**src/rtl/ecc_stream_decoder.sv**
```systemverilog
// Two-stage SEC-DED Hamming decoder on a valid/ready word stream, with
// saturating SEC/DED counters and a first-error log that raises irq.
module ecc_stream_decoder #(
   parameter int DWIDTH = 128,
   parameter int TWIDTH = 8,
   parameter int CNTW   = 16,
   localparam int SW    = $clog2(DWIDTH + $clog2(DWIDTH + 1) + 1),
   localparam int CW    = DWIDTH + SW + 1
) (
   input  logic              clk,
   input  logic              rst,
   input  logic              in_valid,
   output logic              in_ready,
   input  logic [CW-1:0]     in_cw,
   input  logic [TWIDTH-1:0] in_tag,
   output logic              out_valid,
   input  logic              out_ready,
   output logic [DWIDTH-1:0] out_data,
   output logic [TWIDTH-1:0] out_tag,
   output logic              out_sec,
   output logic              out_ded,
   input  logic              cfg_correct,
   input  logic              cnt_clr,
   output logic [CNTW-1:0]   sec_cnt,
   output logic [CNTW-1:0]   ded_cnt,
   input  logic              log_clr,
   output logic              log_valid,
   output logic [TWIDTH-1:0] log_tag,
   output logic [SW-1:0]     log_syn,
   output logic              log_ded,
   output logic              irq
);

   localparam logic [SW:0] CW_L = (SW + 1)'(CW);

   // Codeword index holding data bit i: the i-th index >= 3 that is not a power of two.
   function automatic int data_idx(input int i);
      int cnt;
      int idx;
      cnt = 0;
      idx = 0;
      for (int j = 3; j < i + 16; j++) begin
         if (idx == 0 && (j & (j - 1)) != 0) begin
            if (cnt == i) idx = j;
            cnt = cnt + 1;
         end
      end
      return idx;
   endfunction

   // Handshake: a word moves on a cycle where valid and ready are both high;
   // the producer holds valid and payload stable until that cycle.
   logic en;
   assign en       = !out_valid || out_ready;
   assign in_ready = en;

   logic [SW-1:0] syn_c;
   logic          par_c;

   always_comb begin
      syn_c = '0;
      par_c = 1'b0;
      for (int j = 0; j < CW; j++) begin
         par_c = par_c ^ in_cw[j];
         for (int k = 0; k < SW; k++) begin
            if (((j >> k) & 1) == 1) syn_c[k] = syn_c[k] ^ in_cw[j];
         end
      end
   end

   logic              s1_valid;
   logic [CW-1:0]     s1_cw;
   logic [TWIDTH-1:0] s1_tag;
   logic [SW-1:0]     s1_syn;
   logic              s1_par;

   always_ff @(posedge clk) begin
      if (rst) begin
         s1_valid <= 1'b0;
         s1_cw    <= '0;
         s1_tag   <= '0;
         s1_syn   <= '0;
         s1_par   <= 1'b0;
      end else if (en) begin
         s1_valid <= in_valid;
         s1_cw    <= in_cw;
         s1_tag   <= in_tag;
         s1_syn   <= syn_c;
         s1_par   <= par_c;
      end
   end

   // Odd parity pointing past the codeword cannot be a single flip.
   logic syn_ok, sec_c, ded_c, fix;
   assign syn_ok = ({1'b0, s1_syn} < CW_L);
   assign sec_c  = s1_par && syn_ok;
   assign ded_c  = s1_par ? !syn_ok : (s1_syn != '0);
   assign fix    = sec_c && cfg_correct;

   logic [DWIDTH-1:0] data_c;
   for (genvar i = 0; i < DWIDTH; i++) begin : g_data
      localparam int IDX = data_idx(i);
      assign data_c[i] = s1_cw[IDX] ^ (fix && (s1_syn == SW'(IDX)));
   end

   // Parity and check bits carry no data once the syndrome is known.
   logic [SW:0] unused_bits;
   assign unused_bits[SW] = s1_cw[0];
   for (genvar k = 0; k < SW; k++) begin : g_unused
      assign unused_bits[k] = s1_cw[1 << k];
   end

   logic [SW-1:0] out_syn;

   always_ff @(posedge clk) begin
      if (rst) begin
         out_valid <= 1'b0;
         out_data  <= '0;
         out_tag   <= '0;
         out_syn   <= '0;
         out_sec   <= 1'b0;
         out_ded   <= 1'b0;
      end else if (en) begin
         out_valid <= s1_valid;
         out_data  <= data_c;
         out_tag   <= s1_tag;
         out_syn   <= s1_syn;
         out_sec   <= s1_valid && sec_c;
         out_ded   <= s1_valid && ded_c;
      end
   end

   logic hs;
   assign hs = out_valid && out_ready;

   always_ff @(posedge clk) begin
      if (rst || cnt_clr) begin
         sec_cnt <= '0;
         ded_cnt <= '0;
      end else begin
         if (hs && out_sec && !(&sec_cnt)) sec_cnt <= sec_cnt + 1'b1;
         if (hs && out_ded && !(&ded_cnt)) ded_cnt <= ded_cnt + 1'b1;
      end
   end

   // A clear arriving with a new error re-arms straight onto that error.
   always_ff @(posedge clk) begin
      if (rst) begin
         log_valid <= 1'b0;
         log_tag   <= '0;
         log_syn   <= '0;
         log_ded   <= 1'b0;
      end else if (hs && (out_sec || out_ded) && (!log_valid || log_clr)) begin
         log_valid <= 1'b1;
         log_tag   <= out_tag;
         log_syn   <= out_syn;
         log_ded   <= out_ded;
      end else if (log_clr) begin
         log_valid <= 1'b0;
      end
   end

   assign irq = log_valid;

endmodule
```
**config.mk**
```make
export PLATFORM = sky130hd
export DESIGN_NAME = ecc_stream_decoder
export DESIGN_NICKNAME = d
export VERILOG_FILES = /design/src/rtl/ecc_stream_decoder.sv
export SDC_FILE = /design/constraint.sdc
export NUM_CORES = 1
export LEC_CHECK = 0
export BUFFER_PORTS_ARGS = -buffer_cell sky130_fd_sc_hd__buf_2
export CAP_MARGIN = 20
export CORE_MARGIN = 3
export CORE_UTILIZATION = 60
export DETAILED_ROUTE_END_ITERATION = 12
export PLACE_DENSITY = 0.94
export SLEW_MARGIN = 20
export SYNTH_ARGS = -nofsm -noshare
export SYNTH_HDL_FRONTEND = slang
export SYNTH_SLANG_ARGS = --single-unit
```
**constraint.sdc**
```tcl
create_clock -name clk -period 5.7 [get_ports clk]
set_input_delay 0.855 -clock clk [delete_from_list [all_inputs] [get_ports clk]]
set_output_delay 0.855 -clock clk [all_outputs]
set_load 0.01 [all_outputs]
```
==> results.sh, run 1 <==
export IMPL_clk_pin_slew_ns=0.06
export IMPL_dieArea_sq_um=29750
export IMPL_crit_type="in2reg"
export IMPL_yosysSeqAreaShare_pct=41.29
export IMPL_worst_slew_pin_slew_ns=1.107
export IMPL_multi_input_area_sq_um=9273
export IMPL_timing_fmax_ghz=0.3243
export IMPL_netlist_area_leader_share_pct=41.29
export IMPL_track_usage_pct=37.94
export IMPL_clk_path_buf_depth=3
export IMPL_syn_area_sq_um=16630
export IMPL_drv_cap=0
export IMPL_drc=0
export IMPL_ys_ff_latch=343
export IMPL_synth_nets=2143
export IMPL_cts_sinks=343
export IMPL_min_path_type="reg2reg"
export IMPL_areaGrowthSynthToFinish_pct=17.89
export IMPL_yosysWarnings=0
export IMPL_htreeDepth=2
export IMPL_synth_area_leaders="dfxtp_1 (41%), xnor2_1 (11%), nand2_1 (9.5%)"
export IMPL_place_gp_congestion=1.019
export IMPL_ctsResizeCount=0
export IMPL_finalInstanceArea_sq_um=19610
export IMPL_grt_pass1_vias=15050
export IMPL_core_area_sq_um=27100
export IMPL_cts_setup_buffers=0
export IMPL_cts_hold_buf=0
export IMPL_required_ns=6.11
export IMPL_grt_max_degree=154
export IMPL_clk_latency_ns=0.53
export IMPL_powerDensity_nw_per_um2=365.6
export IMPL_hold_viol=0
export IMPL_dp_final_hpwl_microns=42440
export IMPL_ios=343
export IMPL_syn_avg_cell_area_sq_um=8.361
export IMPL_rsz0062_at_grt="false"
export IMPL_end_kind="flip-flop"
export IMPL_die_w_microns=172.5
export IMPL_postPlaceCellArea_sq_um=18440
export IMPL_wire_per_inst_microns=22.29
export IMPL_setup_ws_ns=2.617
export IMPL_synth_edff_count=0
export IMPL_drive_gt1_share_pct=18.07
export IMPL_tns_ns=0
export IMPL_pre_cts_ws_ns=2.244
export IMPL_num_nets_final=2405
export IMPL_slew_headroom_pct=25.99
export IMPL_grt_ovfl_total=0
export IMPL_start_util_pct=61.37
export IMPL_ir_drop_mv=0.2836
export IMPL_status="complete, no violations"
export IMPL_antenna_found_initial=2
export IMPL_netlist_instances=1989
export IMPL_yosysMostFrequentCell="nand2_1"
export IMPL_fin_crit_sh_pct=54.09
export IMPL_vias=16180
export IMPL_clock_skew_ns=0.01065
export IMPL_vias_per_cell=6.106
export IMPL_ctsRootBufferMaster="clkbuf_16"
export IMPL_crit_fanout=153
export IMPL_rows=60
export IMPL_startpoint_type="primary input"
export IMPL_setup_viol=0
export IMPL_regArea_sq_um=6867
export IMPL_power_mw=7.167
export IMPL_cts_tree="built"
export IMPL_die_h_microns=172.5
export IMPL_portBuffers=342
export IMPL_grt_pass1_wl_microns=85960
export IMPL_numCtsBuffers=36
export IMPL_ys_async_sr_fraction_pct=0
export IMPL_period_minus_slack_ns=3.083
export IMPL_synthTopCellsByCount="nand2_1 (423), dfxtp_1 (343), xnor2_1 (207)"
export IMPL_synth_cell_types=39
export IMPL_firstDrtPassIters=6
export IMPL_p_leak_nw=8.287
export IMPL_ant_nets=0
export IMPL_ys_flop_type="dfxtp_1"
export IMPL_yosysTopAreaCell="dfxtp_1"
export IMPL_fillerInstances=2014
export IMPL_slew_viol_final=0
export IMPL_cp_arrival_ns=3.49
export IMPL_routed_wl_microns=59060
export IMPL_drtIter0Drc=2206
==> critical path, stage by stage <==
cell      delay [ns]
buf_2           0.14
nor2b_4         0.07
inv_8           0.55
buf_4           0.55
buf_4           0.72
nor2_1          0.16
a211oi_1        0.34
==> registers in the layout (all words and copies together) (netlist names) <==
register and cells:
out_data 128, s1_cw 128, ded_cnt 16, sec_cnt 16
log_syn 8, log_tag 8, out_syn 8, out_tag 8
s1_syn 8, s1_tag 8, irq 1, log_ded 1
out_ded 1, out_sec 1, out_valid 1, s1_par 1
s1_valid 1
==> placed cells by master (no fill, tap or decap), types with 2 or more instances in the layout <==
cell	instances
xnor3_1	32
clkinv_2	2
and4_1	5
nand3b_1	2
nor2b_1	5
ha_1	2
diode_2	3
o21ai_0	78
mux2i_1	2
nand3_1	24
buf_2	341
nor2_1	183
nor3_1	12
buf_4	10
clkbuf_16	38
and3_1	7
clkbuf_8	6
nor3b_1	3
a21oi_1	178
clkbuf_1	12
nand4_1	7
a211oi_1	60
a311oi_1	75
dfxtp_1	343
or3_1	79
xnor2_1	207
and2_1	2
nand2b_1	5
xor2_1	109
a31oi_1	3
nand2_1	423
==> area by class of cell <==
cell class | count | share of cell area [%]
antenna | 3 | 0.03829
clock buffer | 56 | 5.501
clock inverter | 6 | 0.3701
inverter | 2 | 0.07658
multi-input combinational | 1514 | 47.29
sequential | 343 | 35.02
tap | 372 | 2.374
timing repair buffer | 354 | 9.324
==> final timing paths <==
kind	start	end	slack (ns)	cells past startpoint
min reg2reg	s1_tag[6]$_SDFFE_PP0P_	s1_tag[6]$_SDFFE_PP0P_	0.45	2
max reg2reg	out_valid$_SDFFE_PP0P_	out_data[40]$_SDFFE_PP0P_	2.65	6
min	s1_tag[6]$_SDFFE_PP0P_	s1_tag[6]$_SDFFE_PP0P_	0.45	2
max	out_ready	out_data[40]$_SDFFE_PP0P_	2.62	7
==> kinds of logic (layout without fill, tap and decap cells) <==
logic type	after synthesis	in the layout	share of synthesized area [%]
simple gates	761	761	19.39
compound gates	398	398	14.69
xor+xnor	351	351	21.36
flops	343	343	41.29
buf+inv	132	418	3.002
fa+ha+maj	2	2	0.1504
mux	2	2	0.1204
other cells	0	3	0
==> through the flow <==
step / std cells / utilization (%) / hold WS (ns)
global placement: 2584 / 68.03 / 0.4400
global route: 2649 / 72.34 / 0.4781
detailed placement: 2584 / 68.03 / 0.4449
floorplan: 1989 / - / 0.4321
CTS: 2646 / 72.28 / 0.4511
finish: 2650 / 72.35 / 0.4539
==> where the power goes <==
part | switching [mW] | internal [mW]
Clock | 0.958 | 1.35
Combinational | 1.09 | 1.03
Sequential | 0.180 | 2.57
==> metal layers <==
layer / GRT usage (%) / vias up / part of all wire [%]
met2: 59.18 / 1091 / 44
met4: 23.29 / 0 / 7.4
li1: - / 7263 / -
met3: 8.848 / 298 / 12
met5: 0 / - / 0
met1: 47.75 / 7530 / 36
Power figures use the tool's default switching activity.
==> inputs of run 2 (changes only) <==
CORE_UTILIZATION = 50   (was 60)
PLACE_DENSITY = 0.85   (was 0.94)
clock period = 2.7 ns   (was 5.7 ns; I/O delays follow)
==> run 2 against run 1 <==
- global-route usage fell by 5.1 points
- utilization fell by 9.3 points
- die area rose by 19%
- sequential share of layout area fell by 1.7 points
- largest power group unchanged
==> results.sh, run 2 (same netlist as run 1, synthesis figures left out) <==
export IMPL_drc=0
export IMPL_hold_viol=0
export IMPL_min_from="in_tag[3]"
export IMPL_use_met2_pct=52.27
export IMPL_clk_latency_ns=0.54
export IMPL_startpoint_type="flip-flop"
export IMPL_clk_pin_slew_ns=0.06
export IMPL_regToRegSetupSlack_ns=0.14
export IMPL_cts_setup_buffers=0
export IMPL_grt_pass1_vias=15100
export IMPL_status="complete, no violations"
export IMPL_netSwitchingFraction_pct=30.91
export IMPL_routed_wl_microns=60140
export IMPL_ctsResizeCount=0
export IMPL_core_area_sq_um=32700
export IMPL_busiest_layer="met2"
export IMPL_required_ns=3.11
export IMPL_cts_hold_buf=0
export IMPL_power_switching_mw=4.972
export IMPL_clockPowerShare_pct=33.8
export IMPL_min_path_type="in2reg"
export IMPL_wire_per_inst_microns=21.30
export IMPL_r2r_cells=4
export IMPL_critPathTopFamily="simple AND/OR/NAND/NOR gates"
export IMPL_ir_drop_mv=0.4969
export IMPL_grt_max_degree=158
export IMPL_slew_headroom_pct=43.33
export IMPL_use_met1_pct=43.77
export IMPL_reg_largest_list="out_data: 128 flops, s1_cw: 128 flops"
export IMPL_fin_crit_sh_pct=94.87
export IMPL_powerDensity_nw_per_um2=779.9
export IMPL_end_kind="flip-flop"
export IMPL_dp_final_hpwl_microns=45030
export IMPL_max_stage_delay_ns=0.86
export IMPL_setup_viol=0
export IMPL_drive_gt1_share_pct=21.94
export IMPL_p_leak_nw=8.818
export IMPL_crit_fanout=16
export IMPL_grt_ovfl_total=0
export IMPL_rows=66
export IMPL_worst_slew_pin_slew_ns=0.8480
export IMPL_seq_power_share_pct=35.7
export IMPL_num_nets_final=2501
export IMPL_met3_usage_pct=6.214
export IMPL_power_internal_mw=11.11
export IMPL_cts_tree="built"
export IMPL_slew_viol_final=0
export IMPL_reg2reg_from="s1_syn[1]$_SDFFE_PP0P_"
export IMPL_vias_per_cell=5.701
export IMPL_clock_skew_ns=0.02293
export IMPL_ant_nets=0
export IMPL_crit_type="reg2reg"
export IMPL_power_frac_comb_pct=30.6
export IMPL_startpoint="s1_syn[1]$_SDFFE_PP0P_"
export IMPL_portBuffers=342
export IMPL_finalInstanceArea_sq_um=20630
export IMPL_clk_path_buf_depth=3
export IMPL_slowest_stage="dfxtp_1"
export IMPL_antenna_found_initial=6
export IMPL_timing_fmax_ghz=0.3904
export IMPL_period_minus_slack_ns=2.562
export IMPL_r2r_end="out_data[5]$_SDFFE_PP0P_"
export IMPL_layout_commonest_cell="nand2_1"
export IMPL_hold_end="s1_tag[3]$_SDFFE_PP0P_"
export IMPL_rsz0062_at_grt="false"
export IMPL_setup_ws_ns=0.1384
export IMPL_start_util_pct=50.86
export IMPL_ctsRootBufferMaster="clkbuf_16"
export IMPL_drv_cap=0
export IMPL_cp_arrival_ns=2.97
export IMPL_areaGrowthSynthToFinish_pct=24.02
export IMPL_drtIter0Drc=1619
export IMPL_die_h_microns=188.4
export IMPL_crit_chain="nor2b_1 -> nand2_1 -> or3_1 -> a311oi_1"
export IMPL_cts_sinks=343
export IMPL_grt_pass1_wl_microns=90160
export IMPL_critPathBufInv=0
export IMPL_firstDrtPassIters=7
export IMPL_htreeDepth=2
export IMPL_pre_cts_ws_ns=-0.1043
export IMPL_numCtsBuffers=38
export IMPL_hold_depth=3
export IMPL_postPlaceCellArea_sq_um=19300
export IMPL_place_gp_congestion=0.9859
export IMPL_die_w_microns=188.4
export IMPL_dieArea_sq_um=35490
export IMPL_ios=343
export IMPL_track_usage_pct=32.85
export IMPL_vias=16090
export IMPL_final_cell_mix="nand2_1 (423), dfxtp_1 (343), buf_2 (341), xnor2_1 (207), nor2_1 (183)"
[run 2: final cells by class]
class	instances	area (sq um)
clock inverters	23	284.0
clock buffers	45	1027
multi-input cells	1514	9273
flip-flops and latches	343	6867
diodes	6	15.01
fillers	2783	12080
repair buffers	448	2592
inverters	2	15.01
well taps	442	553.0
[run 2: tightest hold or removal path: cells and delay by family]
kind                   cells  cell delay, ns
AO/OA/AOI/OAI              1            0.05
buffers and inverters      1            0.09
AND/OR/NAND/NOR            1            0.04
[run 2: power by group through the flow]
| stage | Combinational [mW] | Sequential (mW) | Clock (mW) |
|---|---|---|---|
| 5_1_grt | 5.24 | 5.77 | 5.68 |
| 6_report | 4.92 | 5.73 | 5.43 |
| 3_5_place_dp | 4.82 | 5.83 | 0 |
| 3_3_place_gp | 4.75 | 5.81 | 0 |
| 2_1_floorplan | 3.22 | 5.76 | 0 |
| 4_1_cts | 4.85 | 5.72 | 5.47 |
[run 2: per-layer routing]
layer,vias to the layer above,share of wire [%]
met5,-,0.022
met4,2,5.1
met2,912,45
met1,7529,40
met3,197,10
li1,7453,-
[run 2: worst max path at each step]
stage	endpoint	depth (start not counted)
after floorplan	s1_par$_SDFFE_PP0P_	7
after detailed placement	s1_par$_SDFFE_PP0P_	9
after CTS	out_data[5]$_SDFFE_PP0P_	4
after global routing	out_data[5]$_SDFFE_PP0P_	4
after global placement	s1_par$_SDFFE_PP0P_	9
final	out_data[5]$_SDFFE_PP0P_	4
[run 2: through the flow]
stage          total power, mW  std cells  setup TNS, ns  utilization, %  hold slack (ns)
2_1_floorplan            8.985       1989              0               -           0.4321
3_3_place_gp             10.56       2749        -0.1267           59.02           0.4396
3_5_place_dp             10.65       2749        -0.1562           59.02           0.4447
4_1_cts                  16.04       2817              0           63.03           0.1122
5_1_grt                  16.68       2821              0           63.06           0.1302
6_report                 16.09       2823              0           63.07           0.1200
